File: config.mk
export PLATFORM = sky130hd
export DESIGN_NAME = bd_word_arbiter
export DESIGN_NICKNAME = d
export VERILOG_FILES = /design/src/rtl/bd_word_arbiter.sv
export SDC_FILE = /design/constraint.sdc
export NUM_CORES = 1
export LEC_CHECK = 0
export CAP_MARGIN = 20
export CORE_AREA = 2 2 96 98
export CTS_CLUSTER_DIAMETER = 40
export DETAILED_ROUTE_END_ITERATION = 10
export DIE_AREA = 0 0 98 100
export PLACE_DENSITY = 0.8
export RECOVER_POWER = 100
export SETUP_SLACK_MARGIN = 0.1
export SLEW_MARGIN = 20
export SYNTH_ARGS = -nofsm -noshare
export SYNTH_HDL_FRONTEND = slang
export SYNTH_SLANG_ARGS = --single-unit
File: constraint.sdc
create_clock -name clk -period 3.2 [get_ports clk]
set_input_delay 0.48 -clock clk [delete_from_list [all_inputs] [get_ports clk]]
set_output_delay 0.48 -clock clk [all_outputs]
set_load 0.02 [all_outputs]
File: src/rtl/bd_word_arbiter.sv
// bd_word_arbiter: round-robin arbiter with a bounded burst lock.
// It shares the single BD word channel that feeds the BD decoder among
// NUM_IN upstream word sources and adds one registered output stage.
//
// Handshake: every channel uses valid/ack. A word moves on a rising clk
// edge where the producer's valid and the consumer's ack are both high.
// A producer keeps its word stable while valid is high and unacked. Here,
// in_a is asserted only for the granted source, and only when the output
// register can take a word on this edge.
module bd_word_arbiter #(
  parameter int NUM_IN    = 4,
  parameter int N         = 34,
  parameter int MAX_BURST = 4,
  localparam int SW       = (NUM_IN > 1) ? $clog2(NUM_IN) : 1
) (
  input  logic                clk,
  input  logic                reset,
  input  logic [NUM_IN-1:0]   in_v,
  input  logic [NUM_IN*N-1:0] in_d,
  output logic [NUM_IN-1:0]   in_a,
  output logic                out_v,
  output logic [N-1:0]        out_d,
  output logic [SW-1:0]       out_src,
  input  logic                out_a
);

  // Burst counter width. It must hold values 0..MAX_BURST.
  localparam int            CW        = $clog2(MAX_BURST + 1);
  localparam logic [CW-1:0] BURST_MAX = CW'(MAX_BURST);
  localparam logic [CW-1:0] CNT_ONE   = CW'(1);
  localparam logic [SW-1:0] PTR_RST   = SW'(NUM_IN - 1);

  // ptr is the last granted source. cnt counts consecutive words from it.
  // cnt is 0 after an idle edge, so the next grant is always a fresh scan.
  logic [SW-1:0] ptr;
  logic [CW-1:0] cnt;

  logic          load;
  logic          hold;
  logic          scan_v;
  logic [SW-1:0] scan_idx;
  logic          gnt_v;
  logic [SW-1:0] gnt;
  logic [N-1:0]  gnt_word;

  // The output register can take a word when it is empty or being drained.
  assign load = !out_v || out_a;

  // The burst continues while it is under its limit and the owner still has data.
  assign hold = (cnt != '0) && (cnt < BURST_MAX) && in_v[ptr];

  // Round-robin scan: ptr+1, ptr+2, ... with wrap, and ptr itself last.
  // Putting ptr last lets a lone source be re-granted at the burst end without a stall.
  always_comb begin
    int j;
    j        = 0;
    scan_v   = 1'b0;
    scan_idx = ptr;
    for (int k = 1; k <= NUM_IN; k++) begin
      j = int'(ptr) + k;
      if (j >= NUM_IN) j = j - NUM_IN;
      if (!scan_v && in_v[SW'(j)]) begin
        scan_v   = 1'b1;
        scan_idx = SW'(j);
      end
    end
  end

  // Final grant: the burst hold wins, otherwise the round-robin scan result is used.
  always_comb begin
    gnt_v = hold || scan_v;
    gnt   = hold ? ptr : scan_idx;
  end

  // Select the granted source's word. in_d only reaches the capture register.
  always_comb begin
    gnt_word = '0;
    for (int i = 0; i < NUM_IN; i++) begin
      if (gnt == SW'(i)) gnt_word = in_d[i*N +: N];
    end
  end

  // One-hot ack to the granted source. It is suppressed while reset is low or when the output cannot load.
  always_comb begin
    in_a = '0;
    if (reset && load && gnt_v) in_a[gnt] = 1'b1;
  end

  // Output stage and arbitration state. All of it holds while the decoder stalls.
  always_ff @(posedge clk or negedge reset) begin
    if (!reset) begin
      out_v   <= 1'b0;
      out_d   <= '0;
      out_src <= '0;
      ptr     <= PTR_RST;
      cnt     <= '0;
    end else if (load) begin
      if (gnt_v) begin
        out_v   <= 1'b1;
        out_d   <= gnt_word;
        out_src <= gnt;
        ptr     <= gnt;
        cnt     <= hold ? (cnt + 1'b1) : CNT_ONE;
      end else begin
        out_v <= 1'b0;
        cnt   <= '0;
      end
    end
  end

endmodule

### Word level (Yosys, flattened, before mapping)

Cells that the tools add are included.
Widths: inputs -> output; s select.

* register bits after elaboration: 42
* input port bits: 143
* output and inout bits: 41
* logic and storage cells: 83

* add/sub/neg operators: 9
* order comparisons: 12
* equal/unequal tests: 3
* muxes and demuxes: 37
* reductions and logical operators: 17

Operators by type and width (count)
* $mux 34: 4
* $mux 2: 9
* $lt 2x4->1 const B: 4
* $mux 1: 15
* $bmux 1 s2: 5
* $ge 3x3->1 const B: 3
* $logic_and 1x1->1: 8
* $sub 2x1->2 const B: 4
* $add 2x2->3 const B: 2
* $lt 2x3->1 const B: 2
* $mux 3: 2
* $add 2x3->4 const B: 1
* $eq 2x2->1 const B: 2
* $ge 4x3->1 const B: 1
* $logic_not 1->1: 4
* $mux 4: 1
* $add 2x1->3 const B: 1
* $add 3x1->3 const B: 1
* $lt 3x3->1 const B: 1
* $reduce_bool 3->1: 1
* $demux 1 s2: 1
* $eq 2x1->1 const B: 1
* $ge 2x1->1 const B: 1
* $logic_not 2->1: 1
* other kinds (2): 3

### Longest topological paths before layout

* word-level depth: 22
* gate-level depth with buffers: 10
* gate-level depth less buffers: 7

### Least setup slack after synthesis

No wires, ideal clock.

* kind: input -> output
* from: in in_v[0]
* to: out in_a[3]
* data arrival time: 2.476 ns
* required time: 2.720 ns
* setup slack: 0.244 ns
* stages on the path: 8
* path buffers: 3
* cells stage by stage: buf_2 or3b_2 o22ai_2 o21ai_1 a21o_1 buf_2 buf_2 nor3b_1

* cells in the longest elaborated chain, start to end: 19
* elaborated cells on any way between the ends: 38
* classes of those cells: 2 x order compare; 26 x mux; 10 x reduce/logical

RTL lines
* start, declared: RTL line 18 `input logic [NUM_IN-1:0] in_v,`
* $bmux 1 s2: RTL line 62 `if (!scan_v && in_v[SW'(j)]) begin`
* $mux 1 (not written as such) (2 in a row): RTL line 62
* $mux 1: RTL line 62
* $logic_not 1->1: RTL line 62
* $logic_and 1x1->1: RTL line 62
* $mux 1: RTL line 62
* $logic_not 1->1: RTL line 62
* $logic_and 1x1->1: RTL line 62
* [... 2 more ...]
* $logic_and 1x1->1: RTL line 62
* $mux 2: RTL line 62
* $mux 2: RTL line 72 `gnt = hold ? ptr : scan_idx;`
* $lt 2x3->1 (not written as such) or $ge 2x1->1 (tied branches): RTL line 86 `if (reset && load && gnt_v) in_a[gnt] = 1'b1;`
* $logic_and 1x1->1 (not written as such): RTL line 86
* $mux 1 (not written as such): RTL line 86
* $demux 1 s2: RTL line 86
* $mux 4 *: RTL line 86
* end, declared: RTL line 20 `output logic [NUM_IN-1:0] in_a,`

Every way passes the cells marked *; elsewhere a longest branch is shown, timed or not. The select of a mux whose other input is x is not followed.

### Final worst setup path

* from: in in_v[3]
* to: out in_a[3]

The elaborated chain is that of the path after synthesis.

==> flow_summary.toml <==
[global_route]
globalRoute.busiestLayer = "met2"
first_global_vias = 4397
grt_max_degree = 40
use_met1_pct = 32.8
antenna_found_initial = 0
use_met2_pct = 47.9
grt_overflow = 0
grt_pass1_wl_um = 21500
gr-usage-met3_pct = 5.85
track_usage_pct = 27.3

[critical_path]
worst_r2r_path_depth = 7
arrival_ns = 2.59
crit_path_end_kind = "output port"
critPathMaxFanout = 5
required_ns = 2.72
worstSetupStartpointType = "input port"
crit_type = "input port to output port"
r2r-start = "ptr[1]"
crit_start = "in_v[3]"

[route]
vias = 4393
finalWirelength_um = 14000
drtIter0Drc = 226
drc = 0
vias_per_cell = 6.08
avgRoutedWirePerCell_um = 19.3
first_pass_iters = 5
postRouteAntennaNets = 0

[clock_tree]
cts_buffers = 5
numClockSinks = 42
clk_latency_ns = 0.29
clkTransAtPathRegs_ns = 0.09
cts_tree = "yes"
htreeDepth = 2
clockRootBuffer = "clkbuf_8"
clk_path_buf_depth = 2

[timing]
max_slew_margin_pct = 5.16
fin_crit_sh_pct = 96.1
setup_viol = 0
worst_slew_pin_slew_ns = 1.42
fin_tns_setup_ns = 0
rsz0062_at_grt = "no"
finalHoldViolations = 0
drv_slew = 0
fin_skew_ns = 0.00844
period_needed_ns = 3.07
fmax_ghz = 0.325

[place]
globalplace.congestion = 0.865
hpwl_um = 9620
io_buffers = 183

[logic_synthesis]
synth_fp_nets = 578
syn-cell-area_mm2 = 0.00340
ys.flop_type = "dfrtp_1"
synth.avg_cell_area_um2 = 7.85
yosysSeqAreaShare_pct = 31.0
yosysUniqueCellTypes = 45
synthArstFlopShare_pct = 100
synth_warnings = 0
postSynthRegisterBits = 42
synth_edf_count = 0
synthCells = 433

[floorplan]
die_w_um = 98
fp.dieH_um = 100
start_util_pct = 38.2
design.core.area_mm2 = 0.00889
dieArea_mm2 = 0.00980
io_pins = 184
rows = 35

[layout]
final_cell_mix = "clkdlybuf4s50_1, a211oi_1, nand2_1"
diodes = 0
layout-drive-gt1-share_pct = 11.0
area_growth_pct = 64.4
nNetsFinal = 755
final_common_cell = "clkdlybuf4s50_1"

[pwr]
p_total_w = 0.00480
max-vdd-ir-drop_v = 0.000453
pwr_density_cell_mw_per_mm2 = 859
p_leak_nw = 2.21

[flow_run]
drv_cap = 0

[hold_path]
hold_class = "input port to asynchronous set/reset pin"

[status]
status = "finished clean"
==> critical path: stages <==
cell             delay (ns)
clkdlybuf4s50_1        0.47
or4b_1                 0.58
o22ai_4                0.20
buf_4                  0.16
o211ai_1               0.15
nand3_4                0.15
nor3b_1                0.20
clkbuf_2               0.20
==> flip-flops by register name, summed over array words and instances (netlist names) <==
signal	cells
out_d	34
ptr	2
out_src	2
out_v	1
cnt	3
==> repair_timing <==
item                                    CTS  global route
hold buffers                              0             0
setup buffers                             0             3
pin swaps                                 0             3
gates resized for setup                  10            10
endpoints found under the setup margin    4             4
==> synthesized netlist by cell type, types with 3 or more instances <==
| library cell | number | share of area, % |
|---|---|---|
| a211oi_1 | 62 | 14 |
| nand2_1 | 45 | 5.0 |
| dfrtp_1 | 40 | 29 |
| o21ai_0 | 38 | 5.6 |
| clkbuf_1 | 35 | 3.9 |
| inv_1 | 34 | 3.8 |
| nand3_1 | 33 | 4.9 |
| nand4_1 | 32 | 5.9 |
| a41oi_1 | 31 | 8.0 |
| buf_2 | 14 | 2.1 |
| nor2_1 | 8 | 0.88 |
| mux2_2 | 6 | 2.0 |
| nor2b_1 | 5 | 0.92 |
| a21oi_1 | 4 | 0.59 |
| nand2b_1 | 4 | 0.74 |
| nor3_1 | 3 | 0.44 |
| o21a_1 | 3 | 0.66 |
| or4_1 | 3 | 0.66 |
==> path summary, 6_finish.rpt <==
path	endpoint	slack, ns
setup / recovery	in_a[3]	0.13
hold / removal	out_d[21]	0.41
setup reg to reg	out_d[33]	0.30
hold reg to reg	out_src[0]	0.50
max in group asynchronous	cnt[1]	0.89
min in group clk	out_src[0]	0.50
==> area by class of cell <==
class	count	area, µm²
clock buffers	7	76.3
clock inverters	1	30.0
fillers	759	3300
inverters	34	128
multi-input cells	307	2050
flip-flops and latches	42	1050
well taps	111	139
repair buffers	220	2110
==> where the power goes <==
part | switching, W | internal, W
registers | 0.000161 | 0.000809
clock network | 0.000191 | 0.000234
logic | 0.00198 | 0.00142
==> metal layers <==
metal	share of wire, %	wire, µm
met1	39	5470
met2	51	7070
met3	8.2	1150
met4	2.0	286
met5	0	0
==> stage by stage <==
step	setup slack [ns]	hold WS, ns	instance area, µm²	util (%)	std cells
after floorplan	0.244	0.184	3400	-	433
after global placement	-0.220	0.459	5480	61.7	711
after detailed placement	-0.299	0.470	5480	61.7	711
after CTS	0.0516	0.147	5590	62.9	719
after global routing	0.0509	0.485	5590	62.9	722
final	0.125	0.411	5590	62.9	722
==> kinds of logic after synthesis <==
family,share of synthesized area [%]
compound gates,33.1
flops,31.0
fa+ha+maj,0.736
simple gates,21.3
mux,3.90
buf+inv,9.90
(Power assumes the default switching activity.)
